===== src/rtl/matrix_coef_stream.sv =====
// ROWS x COLS coefficient store with a runtime write port and a handshaked
// streaming reader that emits every element in column- or row-major order.
module matrix_coef_stream #(
  parameter int DATA_W = 8,
  parameter int ROWS   = 3,
  parameter int COLS   = 3,
  parameter int ADDR_W = 4,
  parameter int IDX_W  = 4
) (
  input  logic              clk,
  input  logic              rst,
  input  logic              wr_en,
  input  logic [ADDR_W-1:0] wr_addr,
  input  logic [DATA_W-1:0] wr_data,
  output logic              wr_err,
  input  logic              start,
  input  logic              mode,
  input  logic              abort,
  output logic              out_valid,
  input  logic              out_ready,
  output logic [DATA_W-1:0] out_data,
  output logic [IDX_W-1:0]  out_row,
  output logic [IDX_W-1:0]  out_col,
  output logic              out_last,
  output logic              busy,
  output logic              done
);

  localparam int DEPTH = ROWS * COLS;

  localparam logic [0:0] IDLE   = 1'b0;
  localparam logic [0:0] STREAM = 1'b1;

  localparam logic [IDX_W-1:0]  ROW_MAX   = IDX_W'(ROWS - 1);
  localparam logic [IDX_W-1:0]  COL_MAX   = IDX_W'(COLS - 1);
  localparam logic [ADDR_W:0]   DEPTH_EXT = (ADDR_W + 1)'(DEPTH);
  localparam logic [ADDR_W-1:0] ROWS_A    = ADDR_W'(ROWS);

  logic [0:0]        state_reg;
  logic              mode_reg;
  logic [DATA_W-1:0] mem_reg [DEPTH];

  logic              out_valid_reg;
  logic [DATA_W-1:0] out_data_reg;
  logic [IDX_W-1:0]  out_row_reg;
  logic [IDX_W-1:0]  out_col_reg;
  logic              out_last_reg;
  logic              done_reg;
  logic              wr_err_reg;

  logic              wr_in_range;
  logic              wr_accept;
  logic [DEPTH-1:0]  wr_hit;
  logic              handshake;

  logic [IDX_W-1:0]  ld_row_next;
  logic [IDX_W-1:0]  ld_col_next;
  logic              ld_last_next;
  logic [ADDR_W-1:0] rd_addr_next;
  logic [DATA_W-1:0] rd_data_next;

  assign wr_in_range = ({1'b0, wr_addr} < DEPTH_EXT);
  assign wr_accept   = wr_en && (state_reg == IDLE) && wr_in_range;
  assign handshake   = out_valid_reg && out_ready;

  genvar gi;
  generate
    for (gi = 0; gi < DEPTH; gi++) begin : g_wr_hit
      assign wr_hit[gi] = wr_accept && (wr_addr == ADDR_W'(gi));
    end
  endgenerate

  always_ff @(posedge clk) begin
    if (rst) begin
      for (int i = 0; i < DEPTH; i++) begin
        mem_reg[i] <= '0;
      end
    end else begin
      for (int i = 0; i < DEPTH; i++) begin
        if (wr_hit[i]) begin
          mem_reg[i] <= wr_data;
        end
      end
    end
  end

  // In IDLE the element to load is always (0,0); in STREAM it is the successor
  // of the element currently presented.
  always_comb begin
    ld_row_next = '0;
    ld_col_next = '0;
    if (state_reg == STREAM) begin
      if (!mode_reg) begin
        if (out_row_reg == ROW_MAX) begin
          ld_row_next = '0;
          ld_col_next = out_col_reg + IDX_W'(1);
        end else begin
          ld_row_next = out_row_reg + IDX_W'(1);
          ld_col_next = out_col_reg;
        end
      end else begin
        if (out_col_reg == COL_MAX) begin
          ld_col_next = '0;
          ld_row_next = out_row_reg + IDX_W'(1);
        end else begin
          ld_col_next = out_col_reg + IDX_W'(1);
          ld_row_next = out_row_reg;
        end
      end
    end
  end

  assign ld_last_next = (ld_row_next == ROW_MAX) && (ld_col_next == COL_MAX);
  assign rd_addr_next = ADDR_W'(ld_col_next) * ROWS_A + ADDR_W'(ld_row_next);

  // A write coinciding with start is forwarded so the stream sees the new value.
  always_comb begin
    rd_data_next = '0;
    for (int i = 0; i < DEPTH; i++) begin
      if (rd_addr_next == ADDR_W'(i)) begin
        rd_data_next = mem_reg[i];
      end
    end
    if (wr_accept && (wr_addr == rd_addr_next)) begin
      rd_data_next = wr_data;
    end
  end

  always_ff @(posedge clk) begin
    if (rst) begin
      state_reg     <= IDLE;
      mode_reg      <= 1'b0;
      out_valid_reg <= 1'b0;
      out_data_reg  <= '0;
      out_row_reg   <= '0;
      out_col_reg   <= '0;
      out_last_reg  <= 1'b0;
      done_reg      <= 1'b0;
      wr_err_reg    <= 1'b0;
    end else begin
      done_reg   <= 1'b0;
      wr_err_reg <= wr_en && !wr_accept;
      case (state_reg)
        IDLE: begin
          if (start) begin
            state_reg     <= STREAM;
            mode_reg      <= mode;
            out_valid_reg <= 1'b1;
            out_data_reg  <= rd_data_next;
            out_row_reg   <= ld_row_next;
            out_col_reg   <= ld_col_next;
            out_last_reg  <= ld_last_next;
          end
        end
        STREAM: begin
          if (abort || (handshake && out_last_reg)) begin
            state_reg     <= IDLE;
            out_valid_reg <= 1'b0;
            out_data_reg  <= '0;
            out_row_reg   <= '0;
            out_col_reg   <= '0;
            out_last_reg  <= 1'b0;
            done_reg      <= !abort;
          end else if (handshake) begin
            out_data_reg <= rd_data_next;
            out_row_reg  <= ld_row_next;
            out_col_reg  <= ld_col_next;
            out_last_reg <= ld_last_next;
          end
        end
        default: begin
          state_reg     <= IDLE;
          out_valid_reg <= 1'b0;
        end
      endcase
    end
  end

  assign out_valid = out_valid_reg;
  assign out_data  = out_data_reg;
  assign out_row   = out_row_reg;
  assign out_col   = out_col_reg;
  assign out_last  = out_last_reg;
  assign busy      = (state_reg == STREAM);
  assign done      = done_reg;
  assign wr_err    = wr_err_reg;

endmodule


===== config.mk =====
export PLATFORM = sky130hd
export DESIGN_NAME = matrix_coef_stream
export DESIGN_NICKNAME = d
export VERILOG_FILES = /design/src/rtl/matrix_coef_stream.sv
export SDC_FILE = /design/constraint.sdc
export NUM_CORES = 1
export LEC_CHECK = 0
export BUFFER_PORTS_ARGS = -buffer_cell sky130_fd_sc_hd__buf_2
export CORE_ASPECT_RATIO = 2
export CORE_UTILIZATION = 54
export CTS_BUF_LIST = sky130_fd_sc_hd__clkbuf_16
export DETAILED_ROUTE_END_ITERATION = 12
export PLACE_DENSITY = 0.76
export REMOVE_ABC_BUFFERS = 1
export SLEW_MARGIN = 20
export SYNTH_ARGS = -nofsm -noshare
export SYNTH_HDL_FRONTEND = slang
export SYNTH_SLANG_ARGS = --single-unit

===== constraint.sdc =====
create_clock -name clk -period 4 [get_ports clk]
set_clock_uncertainty 0.05 [all_clocks]
set_input_delay 0.4 -clock clk [delete_from_list [all_inputs] [get_ports clk]]
set_output_delay 0.4 -clock clk [all_outputs]
set_load 0.02 [all_outputs]

==> flow_summary.yaml <==
outcome:
  status: "finished with violations"
  violations: "setup timing"
die:
  rows: 47
  dieArea_sq_mm: 0.008801
  start_util_pct: 55.15
  coreArea_sq_mm: 0.008233
  die_x_um: 66.84
  die_y_um: 131.7
  pin_count: 40
grt:
  grt_pass1_wl_um: 16920
  grt_max_degree: 25
  grt_pass1_vias: 3534
  antenna_found_initial: 0
  grt_overflow_total: 0
  grt_usage_pct: 26.77
timing:
  rsz0062_at_grt: "true"
  finalHoldViolCount: 0
  max_slew_margin_pct: 44.67
  min_period_over_period_pct: 101.0
  setup-violations-final: 1
  fin_crit_ps: 4038
  worst_slack_ps: -38.21
  max_freq_mhz: 247.6
  worstMarginPinSlew_ps: 830.0
  slew_viol_final: 0
setup_path:
  cp-start-kind: "flip-flop"
  worstPathRequired_ps: 4190
  worst_ep_arrival_time_ps: 4230
  crit_fanout: 6
  end_kind: "flip-flop"
  reg2reg_depth: 17
  critPathKind: "flip-flop to flip-flop"
  timing.rr.end: "out_data[6]"
  r2r_slack_ps: -40
  r2r_start: "out_col[0]"
cts:
  postCtsHoldBufs: 0
  cts_buffers: 9
  htree_num_levels: 3
  clock_insertion_delay_worst_skew_ps: 350
  tritoncts: "yes"
  clk_pin_slew_ps: 70
  cts_max_path_buffers: 2
  cts_sinks: 94
  clock-root-buffer: "clkbuf_16"
synth:
  synth_cell_type_count: 49
  synth-simple-area-share_pct: 13.83
  synth_compound_area_share_pct: 9.093
  yosysSeqAreaShare_pct: 57.32
  synth_xor_area_share_pct: 2.122
  synthArstFlopShare_pct: 0
  synth-warning-count: 0
  synth_top_family_by_area: "simple AND/OR/NAND/NOR gates"
  syn_inst: 376
  syn_area_per_cell_sq_um: 12.08
  ys_ff_latch: 94
  synth.area.mux_share_pct: 11.05
  synth_edf_count: 72
  synthAdderAreaFrac_pct: 3.527
  synthesis.area_sq_mm: 0.004541
  ys.flop_type: "edfxtp_1"
power:
  powerDensity_mw_per_mm2: 420.9
  max-vdd-ir-drop_mv: 0.3098
  leakage_uw: 0.002141
place:
  port_buffers: 39
  postPlaceCellArea_sq_mm: 0.005021
  hpwlAfterDp_um: 7889
  gp_congestion: 0.8749
  place_worst_setup_slack_ps: -308.5
worst_hold_path:
  hold_class: "input port to flip-flop"
  hold_end: "mode_reg"
  min_path_cells: 3
  holdCritStartpoint: "mode"
final_layout:
  antenna-diode-count: 0
  final_nets: 473
  final_area_sq_mm: 0.005464
  drive_above_1_share_pct: 28.79
  final_cell_mix: "edfxtp_1 (72), buf_2 (39), nand2_1 (38)"
  layout_commonest_cell: "edfxtp_1"
  synthToLayoutAreaGrowth_pct: 20.34
  largest_reg_flops: 72
detailed_routing:
  antenna_left: 0
  vias: 3326
  avgViaCountPerCell: 6.092
  wire_per_inst_um: 19.45
  dr.pass1.iters: 4
  drt_iter0_markers: 149
  drt_wl_total_um: 10620
  drc: 0
flow_run:
  drv_cap: 0
-- synth_stat cells, types with 11 or more instances --
cell	n	area (sq um)
a21oi_1	21	105.1
clkbuf_1	12	45.04
nor2_1	25	93.84
dfxtp_1	22	440.4
mux4_2	12	270.3
nand2_1	39	146.4
nand3_1	12	60.06
and3_1	13	81.33
inv_1	11	41.29
o21ai_0	15	75.07
edfxtp_1	72	2162
mux2i_1	22	220.2
-- per-layer routing --
metal | track usage (%) | wire length, um | up-vias
met5 | 0 | 0 | -
met4 | 20.21 | 529 | 0
met3 | 6.424 | 419 | 37
met2 | 47.36 | 6263 | 118
met1 | 24.61 | 3409 | 1630
li1 | - | - | 1541
-- per-stage QoR --
stage               TNS (ps)  power [uW]  hold slack, ps  cells  util (%)
detailed placement     -1969        1376           398.6    527     60.99
CTS                        0        2306           243.3    545     66.03
global route          -989.6        2373           246.6    546     66.37
global placement      -936.2        1366           390.5    527     60.99
floorplan              -5135        1283           419.1    358         -
finish                -38.21        2300           252.6    546     66.37
-- cell type report --
| cell class | count | area, sq um |
|---|---|---|
| fill | 610 | 2769 |
| sequential | 94 | 2606 |
| multi-input combinational | 252 | 1891 |
| timing repair buffer | 73 | 462.9 |
| clock buffer | 9 | 225.2 |
| tap | 98 | 122.6 |
| clock inverter | 7 | 107.6 |
| inverter | 13 | 48.80 |
-- worst max-delay path, cell delays in order, from the launching register on --
cell	delay [ps]
dfxtp_2	330
inv_2	60
ha_4	120
or3b_4	400
nand2_4	100
nor2_2	40
a2111o_1	310
fa_1	470
inv_1	80
ha_2	160
inv_2	40
fa_2	590
xor2_1	190
nand3_2	130
or2_4	300
mux2i_1	190
o211ai_1	130
a32o_1	250
-- where the power goes --
group	internal [uW]	total [uW]	switching, uW
sequential	1100	1120	17.9
clock	556	933	377
combinational	100	250	150
total	1760	2300	545
-- kinds of logic (layout without fill, tap and decap cells) --
family	count (synthesis)	in the layout
XOR/XNOR	11	11
flip-flops	94	94
AO/OA/AOI/OAI	66	66
AND/OR/NAND/NOR	128	129
multiplexers	35	35
buffers and inverters	31	102
adder cells (fa/ha/maj)	11	11
-- repair_timing --
action	CTS	global route
setup endpoints to repair	8	8
setup buffers	1	1
gates resized for setup	23	8
pin swaps	9	6
gates cloned	1	0
-- how the worst max path moves through the flow --
stage | startpoint | end | slack, ps
3_3_place_gp | out_col[0] | out_data[6] | -170
6_report | out_col[0] | out_data[6] | -40
4_1_cts | out_col[0] | out_data[6] | 3
3_5_place_dp | out_col[0] | out_data[6] | -310
5_1_grt | out_col[0] | out_data[6] | -150
2_1_floorplan | out_col[1] | out_data[5] | -660
Power figures use the tool's default switching activity.
